`config.mk`:
```
export PLATFORM = sky130hd
export DESIGN_NAME = register_project_flat
export DESIGN_NICKNAME = d
export VERILOG_FILES = /design/src/rtl/router_pkg.sv /design/src/rtl/router_if.sv /design/src/rtl/router_parity_chk.sv /design/src/rtl/register_project.sv /design/src/flat_wrapper.sv
export SDC_FILE = /design/constraint.sdc
export NUM_CORES = 1
export LEC_CHECK = 0
export CORE_MARGIN = 5
export CORE_UTILIZATION = 53
export CTS_CLUSTER_DIAMETER = 200
export DETAILED_ROUTE_END_ITERATION = 10
export PLACE_DENSITY = 0.78
export SYNTH_ARGS = -nofsm -noshare
export SYNTH_HDL_FRONTEND = slang
export SYNTH_SLANG_ARGS = --single-unit
```
`constraint.sdc`:
```
create_clock -name clockr -period 1.9 [get_ports clockr]
set_input_delay 0.285 -clock clockr [delete_from_list [all_inputs] [get_ports clockr]]
set_output_delay 0.285 -clock clockr [all_outputs]
set_load 0.01 [all_outputs]
```
`src/rtl/router_pkg.sv`:
```
// Shared definitions for the router register block.
//   DATA_WIDTH_DEF     default byte width for header, payload and parity
//   ADDR_MSB/ADDR_LSB  bit range of the port address inside the header byte
//   router_state_e     router FSM state encodings
//   state_dec_t        one-hot state decodes that the FSM presents to this block
//   decode_state()     maps an FSM state to its one-hot decodes
package router_pkg;

  localparam int DATA_WIDTH_DEF = 8;
  localparam int ADDR_MSB       = 1;
  localparam int ADDR_LSB       = 0;

  typedef enum logic [2:0] {
    ST_IDLE            = 3'd0,
    ST_DECODE_ADDRESS  = 3'd1,
    ST_LOAD_FIRST_DATA = 3'd2,
    ST_LOAD_DATA       = 3'd3,
    ST_FIFO_FULL       = 3'd4,
    ST_LOAD_AFTER_FULL = 3'd5,
    ST_RST_INT_REG     = 3'd6
  } router_state_e;

  typedef struct packed {
    logic detect_add;
    logic lfd_state;
    logic ld_state;
    logic laf_state;
    logic full_state;
    logic rst_int_reg;
  } state_dec_t;

  function automatic state_dec_t decode_state(router_state_e st);
    state_dec_t d;
    d = '0;
    case (st)
      ST_DECODE_ADDRESS:  d.detect_add  = 1'b1;
      ST_LOAD_FIRST_DATA: d.lfd_state   = 1'b1;
      ST_LOAD_DATA:       d.ld_state    = 1'b1;
      ST_FIFO_FULL:       d.full_state  = 1'b1;
      ST_LOAD_AFTER_FULL: d.laf_state   = 1'b1;
      ST_RST_INT_REG:     d.rst_int_reg = 1'b1;
      default:            d = '0;
    endcase
    return d;
  endfunction

endpackage

```
`src/rtl/router_if.sv`:
```
// Byte/handshake bundle between the packet source, the router FSM decodes,
// the output FIFO and the register block.
//   slave  : register block side (inputs: source byte, FIFO full, state
//            decodes; outputs: dout, parity_done, low_pkt_valid, err)
//   master : source/FSM/FIFO side, directions mirrored
// Handshake: a byte on data_in is consumed on a rising edge only while the
// FSM decode says so (detect_add for the header, ld_state/laf_state for
// payload and parity); pkt_valid=0 marks data_in as the parity byte, and
// fifo_full=1 stalls the dout write, the byte then being kept in a hold
// register until laf_state.
interface router_if
  import router_pkg::*;
#(
  parameter int DATA_WIDTH = DATA_WIDTH_DEF
);
  logic                  pkt_valid;
  logic [DATA_WIDTH-1:0] data_in;
  logic                  fifo_full;
  logic                  detect_add;
  logic                  lfd_state;
  logic                  ld_state;
  logic                  laf_state;
  logic                  full_state;
  logic                  rst_int_reg;
  logic [DATA_WIDTH-1:0] dout;
  logic                  parity_done;
  logic                  low_pkt_valid;
  logic                  err;

  modport slave (
    input  pkt_valid, data_in, fifo_full,
    input  detect_add, lfd_state, ld_state, laf_state, full_state, rst_int_reg,
    output dout, parity_done, low_pkt_valid, err
  );

  modport master (
    output pkt_valid, data_in, fifo_full,
    output detect_add, lfd_state, ld_state, laf_state, full_state, rst_int_reg,
    input  dout, parity_done, low_pkt_valid, err
  );
endinterface

```
`src/rtl/router_parity_chk.sv`:
```
// Parity tracking for one packet: running XOR of header and payload, the
// received parity byte, and the error flag.
//   clk, rst           clock and synchronous active-high reset
//   detect_add..laf    priority-resolved state decodes
//   full_state         FSM is stalled on a full FIFO
//   pkt_valid          low while the parity byte is on data_in
//   fifo_full          output FIFO full
//   low_pkt_valid      parity byte seen while a load was pending
//   parity_done        parity byte has been captured
//   header, data_in    registered header byte and live source byte
//   err                running parity differs from received parity
module router_parity_chk
  import router_pkg::*;
#(
  parameter int DATA_WIDTH = DATA_WIDTH_DEF
) (
  input  logic                  clk,
  input  logic                  rst,
  input  logic                  detect_add,
  input  logic                  lfd_state,
  input  logic                  ld_state,
  input  logic                  laf_state,
  input  logic                  full_state,
  input  logic                  pkt_valid,
  input  logic                  fifo_full,
  input  logic                  low_pkt_valid,
  input  logic                  parity_done,
  input  logic [DATA_WIDTH-1:0] header,
  input  logic [DATA_WIDTH-1:0] data_in,
  output logic                  err
);

  logic [DATA_WIDTH-1:0] int_parity_q, int_parity_d;
  logic [DATA_WIDTH-1:0] pkt_parity_q, pkt_parity_d;
  logic                  pd_dly_q, pd_dly_d;
  logic                  err_q, err_d;

  always_comb begin
    int_parity_d = int_parity_q;
    pkt_parity_d = pkt_parity_q;
    pd_dly_d     = parity_done;
    err_d        = err_q;

    if (detect_add) begin
      int_parity_d = '0;
    end else if (lfd_state) begin
      int_parity_d = int_parity_q ^ header;
    end else if (ld_state && pkt_valid && !full_state) begin
      // A payload byte stalled by fifo_full is still folded in here, once;
      // the later laf_state replay of the byte does not touch the parity.
      int_parity_d = int_parity_q ^ data_in;
    end

    if (ld_state && !pkt_valid && !fifo_full) begin
      pkt_parity_d = data_in;
    end else if (laf_state && low_pkt_valid) begin
      // Parity byte arrived while the FIFO was full; the source holds it.
      pkt_parity_d = data_in;
    end

    // Compare one cycle after parity_done rises, when both parity
    // registers hold their final values.
    if (detect_add) begin
      err_d = 1'b0;
    end else if (parity_done && !pd_dly_q) begin
      err_d = (int_parity_q != pkt_parity_q);
    end
  end

  always_ff @(posedge clk) begin
    if (rst) begin
      int_parity_q <= '0;
      pkt_parity_q <= '0;
      pd_dly_q     <= 1'b0;
      err_q        <= 1'b0;
    end else begin
      int_parity_q <= int_parity_d;
      pkt_parity_q <= pkt_parity_d;
      pd_dly_q     <= pd_dly_d;
      err_q        <= err_d;
    end
  end

  assign err = err_q;

endmodule

```
`src/rtl/register_project.sv`:
```
// Router register block: header/hold/output byte registers plus packet
// status flags; parity tracking lives in router_parity_chk.
//   clockr  sole clock, rising edge
//   resetr  synchronous active-high reset
//   bus     router_if slave: source byte, FIFO full, FSM state decodes in;
//           dout, parity_done, low_pkt_valid, err out
module register_project
  import router_pkg::*;
#(
  parameter int DATA_WIDTH = DATA_WIDTH_DEF
) (
  input logic      clockr,
  input logic      resetr,
  router_if.slave  bus
);

  logic [DATA_WIDTH-1:0] header_q, header_d;
  logic [DATA_WIDTH-1:0] hold_q, hold_d;
  logic [DATA_WIDTH-1:0] dout_q, dout_d;
  logic                  parity_done_q, parity_done_d;
  logic                  low_pkt_valid_q, low_pkt_valid_d;

  // Only one decode should be active; if several are, the earlier one in
  // the packet flow wins so the block behaves deterministically.
  logic det, lfd, ld, laf;
  assign det = bus.detect_add;
  assign lfd = bus.lfd_state && !bus.detect_add;
  assign ld  = bus.ld_state  && !bus.detect_add && !bus.lfd_state;
  assign laf = bus.laf_state && !bus.detect_add && !bus.lfd_state && !bus.ld_state;

  always_comb begin
    header_d        = header_q;
    hold_d          = hold_q;
    dout_d          = dout_q;
    parity_done_d   = parity_done_q;
    low_pkt_valid_d = low_pkt_valid_q;

    if (det && bus.pkt_valid) begin
      header_d = bus.data_in;
    end

    if (lfd) begin
      dout_d = header_q;
    end else if (ld && !bus.fifo_full) begin
      dout_d = bus.data_in;
    end else if (laf) begin
      dout_d = hold_q;
    end

    // Keep the byte that could not be written so it survives the stall.
    if (ld && bus.fifo_full) begin
      hold_d = bus.data_in;
    end

    // Set has priority over the clear from rst_int_reg.
    if (ld && !bus.pkt_valid) begin
      low_pkt_valid_d = 1'b1;
    end else if (bus.rst_int_reg) begin
      low_pkt_valid_d = 1'b0;
    end

    if (det) begin
      parity_done_d = 1'b0;
    end else if ((ld && !bus.fifo_full && !bus.pkt_valid) ||
                 (laf && low_pkt_valid_q && !parity_done_q)) begin
      parity_done_d = 1'b1;
    end
  end

  always_ff @(posedge clockr) begin
    if (resetr) begin
      header_q        <= '0;
      hold_q          <= '0;
      dout_q          <= '0;
      parity_done_q   <= 1'b0;
      low_pkt_valid_q <= 1'b0;
    end else begin
      header_q        <= header_d;
      hold_q          <= hold_d;
      dout_q          <= dout_d;
      parity_done_q   <= parity_done_d;
      low_pkt_valid_q <= low_pkt_valid_d;
    end
  end

  router_parity_chk #(.DATA_WIDTH(DATA_WIDTH)) u_parity_chk (
    .clk           (clockr),
    .rst           (resetr),
    .detect_add    (det),
    .lfd_state     (lfd),
    .ld_state      (ld),
    .laf_state     (laf),
    .full_state    (bus.full_state),
    .pkt_valid     (bus.pkt_valid),
    .fifo_full     (bus.fifo_full),
    .low_pkt_valid (low_pkt_valid_q),
    .parity_done   (parity_done_q),
    .header        (header_q),
    .data_in       (bus.data_in),
    .err           (bus.err)
  );

  assign bus.dout          = dout_q;
  assign bus.parity_done   = parity_done_q;
  assign bus.low_pkt_valid = low_pkt_valid_q;

endmodule

```
`src/flat_wrapper.sv`:
```
// flat-port wrapper written by rule: the top's interface ports become plain ports
module register_project_flat import router_pkg::*;
#(
  parameter int DATA_WIDTH = DATA_WIDTH_DEF
)
  (clockr, resetr, bus_pkt_valid, bus_data_in, bus_fifo_full, bus_detect_add, bus_lfd_state, bus_ld_state, bus_laf_state, bus_full_state, bus_rst_int_reg, bus_dout, bus_parity_done, bus_low_pkt_valid, bus_err);
  router_if #(.DATA_WIDTH(DATA_WIDTH)) bus_i ();
  input logic clockr;
  input logic resetr;
  input wire logic [$bits(bus_i.pkt_valid)-1:0] bus_pkt_valid;
  input wire logic [$bits(bus_i.data_in)-1:0] bus_data_in;
  input wire logic [$bits(bus_i.fifo_full)-1:0] bus_fifo_full;
  input wire logic [$bits(bus_i.detect_add)-1:0] bus_detect_add;
  input wire logic [$bits(bus_i.lfd_state)-1:0] bus_lfd_state;
  input wire logic [$bits(bus_i.ld_state)-1:0] bus_ld_state;
  input wire logic [$bits(bus_i.laf_state)-1:0] bus_laf_state;
  input wire logic [$bits(bus_i.full_state)-1:0] bus_full_state;
  input wire logic [$bits(bus_i.rst_int_reg)-1:0] bus_rst_int_reg;
  output wire logic [$bits(bus_i.dout)-1:0] bus_dout;
  output wire logic [$bits(bus_i.parity_done)-1:0] bus_parity_done;
  output wire logic [$bits(bus_i.low_pkt_valid)-1:0] bus_low_pkt_valid;
  output wire logic [$bits(bus_i.err)-1:0] bus_err;
  assign bus_i.pkt_valid = bus_pkt_valid;
  assign bus_i.data_in = bus_data_in;
  assign bus_i.fifo_full = bus_fifo_full;
  assign bus_i.detect_add = bus_detect_add;
  assign bus_i.lfd_state = bus_lfd_state;
  assign bus_i.ld_state = bus_ld_state;
  assign bus_i.laf_state = bus_laf_state;
  assign bus_i.full_state = bus_full_state;
  assign bus_i.rst_int_reg = bus_rst_int_reg;
  assign bus_dout = bus_i.dout;
  assign bus_parity_done = bus_i.parity_done;
  assign bus_low_pkt_valid = bus_i.low_pkt_valid;
  assign bus_err = bus_i.err;
  register_project #(.DATA_WIDTH(DATA_WIDTH)) u_core (.clockr(clockr), .resetr(resetr), .bus(bus_i));
endmodule
```
==> key figures <==
Logic synthesis
  • Cell Area, Synth: 1990 um^2
  • Synth top area share: 44.3%
  • Library cells used by synthesis: 30
  • Leading register cell type out of synthesis: dfxtp_1
  • Mean Syn Cell Area: 8.96 um^2
  • Async set or reset register ratio after synthesis: 0%
  • Yosys top cell by area: dfxtp_1
  • Post-Syn Nets: 240
  • Share of the yosys chip area belonging to registers: 44.3%
  • Number of synthesized flops with an enable pin: 0
  • YS warnings: 0
  • Dominant cells by area after synthesis: dfxtp_1 (44%), mux2i_1 (12%), nand2_1 (6.2%)
  • Cells after synthesis: 222
  • #FFs+latches synth: 44

Final layout
  • Final nets: 274
  • Layout cells sized above 1: 8.56%
  • Filler cell count: 299
  • P&R area growth vs syn: 23.4%
  • Fin util: 67.1%
  • N_diodes: 0

Floorplan
  • Num rows: 22
  • Chip Height: 71.3 um
  • Initial core utilization: 54.3%
  • Die X: 71.3 um
  • Io pins: 29
  • Die area: 5080 um^2
  • Placeable Area: 3660 um^2

Route
  • DRT iter0 DRCs: 193
  • Vias/cell: 5.65
  • ANT nets after route: 0
  • Final Routed Wirelength: 4.51 mm
  • # DRC: 0
  • Via count: 1722
  • Pre-Repair DR Iteration Count: 4
  • DR WL/cell: 14.8 um

Clock network
  • Post-CTS sizing: 0
  • CTS Hold Bufs: 0
  • Clock net sink count: 44
  • Root Driver: clkbuf_8
  • CTS tree: yes
  • Clk buf depth: 2
  • H-tree depth: 2
  • TritonCTS buffer count: 5
  • Setup bufs post-CTS: 0
  • Clock latency at the later pin of the worst-skew pair: 300 ps
  • Clock transition at the registers of the reported paths: 80 ps

Power
  • Static leakage: 1.03 nW
  • Cell area power density: 732 nW/um^2
  • Worst IR drop on VDD: 0.000508 V

Run status
  • Run status: completed

Setup path
  • Crit path launch type: primary input
  • Critical Path Fanout Max: 8
  • CP arrival: 1800 ps
  • Crit path required time: 2080 ps
  • CP Class: in2reg
  • Crit end category: flop

STA
  • Final Critical Period: 1620 ps
  • Max Freq: 0.617 GHz
  • Relative slew slack: 64.2%
  • Final count of pins violating max slew: 0
  • Final hold vios: 0
  • Skew final: 3.20 ps
  • Tcrit/Tclk final: 85.3%
  • Tightest Pin Transition: 536 ps
  • RSZ-0062 raised after global routing: no
  • Setup TNS: 0 ps
  • Final setup violation count: 0

Placement
  • Placer congestion estimate: 0.798
  • Post-DP HPWL: 3.30 mm
  • Port Buf Inserts: 28

GRT
  • Pin count of the biggest net entering global routing: 19
  • Global-route wire length before repair: 7.79 mm
  • Vias in the first global route: 1689
  • Initial antenna violation count: 0
  • GRT Overall Usage: 19.1%
  • GRT overflow: 0

Worst hold path
  • Hold Path Class: reg2reg

Job
  • Maxcap violations: 0
critical path, stage by stage:
cell and delay, ps:
clkdlybuf4s50_1 540, or4b_1 620, o221ai_1 280, a211oi_1 80
placed cells by master (no fill, tap or decap), types with 6 or more instances in the layout:
master / count
nand3_1: 8
clkbuf_8: 6
dfxtp_1: 44
xor2_1: 8
o221ai_1: 8
buf_4: 12
a211oi_1: 8
mux2i_1: 24
nor2_1: 18
clkdlybuf4s50_1: 28
a21oi_1: 9
inv_1: 12
nand2_1: 33
a32oi_1: 8
or3_1: 8
state kept, by name, indices dropped and copies added (netlist names):
signal and count:
u_core.bus.parity_done 1, u_core.u_parity_chk.err 1, u_core.u_parity_chk.pkt_parity_q 8, u_core.hold_q 8, u_core.header_q 8, u_core.u_parity_chk.int_parity_q 8
u_core.u_parity_chk.pd_dly_q 1, u_core.bus.low_pkt_valid 1, u_core.bus.dout 8
synth_stat cells (all sizes together), types with 2 or more instances:
cell type,instances
a211oi,8
a21oi,9
a32oi,8
buf,5
clkbuf,8
dfxtp,44
inv,12
mux2i,24
nand2,33
nand2b,3
nand3,8
nor2,19
nor2b,4
nor3,2
o221ai,8
or3,8
or4b,2
xor2,8
logic make-up (layout without fill, tap and decap cells):
family	Yosys count	after routing	share of synthesized area [%]
flip-flops	44	44	44.3
multiplexers	24	24	12.1
XOR/XNOR	8	8	3.52
AO/OA/AOI/OAI	38	38	15.0
AND/OR/NAND/NOR	83	83	20.1
buffers and inverters	25	60	5.03
report_power, final:
group          leakage (nW)  internal, mW  switching [mW]  total [mW]
Combinational         0.631         0.118           0.120       0.239
Clock                0.0455         0.296           0.293       0.589
Sequential            0.358         0.952          0.0185       0.970
area by class of cell:
| class | instances | area [um^2] | share of cell area, % |
|---|---|---|---|
| Multi-Input combinational cell | 153 | 1010 | 41.1 |
| Sequential cell | 44 | 881 | 35.9 |
| Timing Repair Buffer | 40 | 370 | 15.1 |
| Clock buffer | 8 | 90.1 | 3.67 |
| Tap cell | 48 | 60.1 | 2.45 |
| Inverter | 12 | 45.0 | 1.83 |
final timing paths:
path | from | to | slack [ps] | cells after the start
worst min-delay path | u_core.bus.dout[1]$_SDFFE_PP0P_ | u_core.bus.dout[1]$_SDFFE_PP0P_ | 460 | 2
worst max-delay path | bus_ld_state | u_core.bus.dout[6]$_SDFFE_PP0P_ | 280 | 4
worst max register to register | u_core.bus.low_pkt_valid$_SDFFE_PP0P_ | u_core.u_parity_chk.pkt_parity_q[3]$_SDFFE_PP0P_ | 820 | 3
worst min register to register | u_core.bus.dout[1]$_SDFFE_PP0P_ | u_core.bus.dout[1]$_SDFFE_PP0P_ | 460 | 2
through the flow:
step | cell area (um^2) | cells | setup slack (ps) | hold slack [ps] | power (mW)
3_3_place_gp | 2360 | 297 | 25.1 | 442 | 1.22
2_1_floorplan | 1990 | 222 | 482 | 424 | 1.11
5_1_grt | 2450 | 305 | 221 | 484 | 1.88
3_5_place_dp | 2360 | 297 | 12.2 | 444 | 1.23
6_report | 2450 | 305 | 279 | 458 | 1.80
4_1_cts | 2450 | 305 | 282 | 460 | 1.82
layer usage:
metal,wire length [um],global-route usage (%),up-vias
met5,0,0,-
met4,52,5.85,0
met3,262,5.19,5
met2,2240,33.2,43
met1,1950,23.0,824
li1,-,-,850
Note: power is estimated with default switching activity, not from simulation.
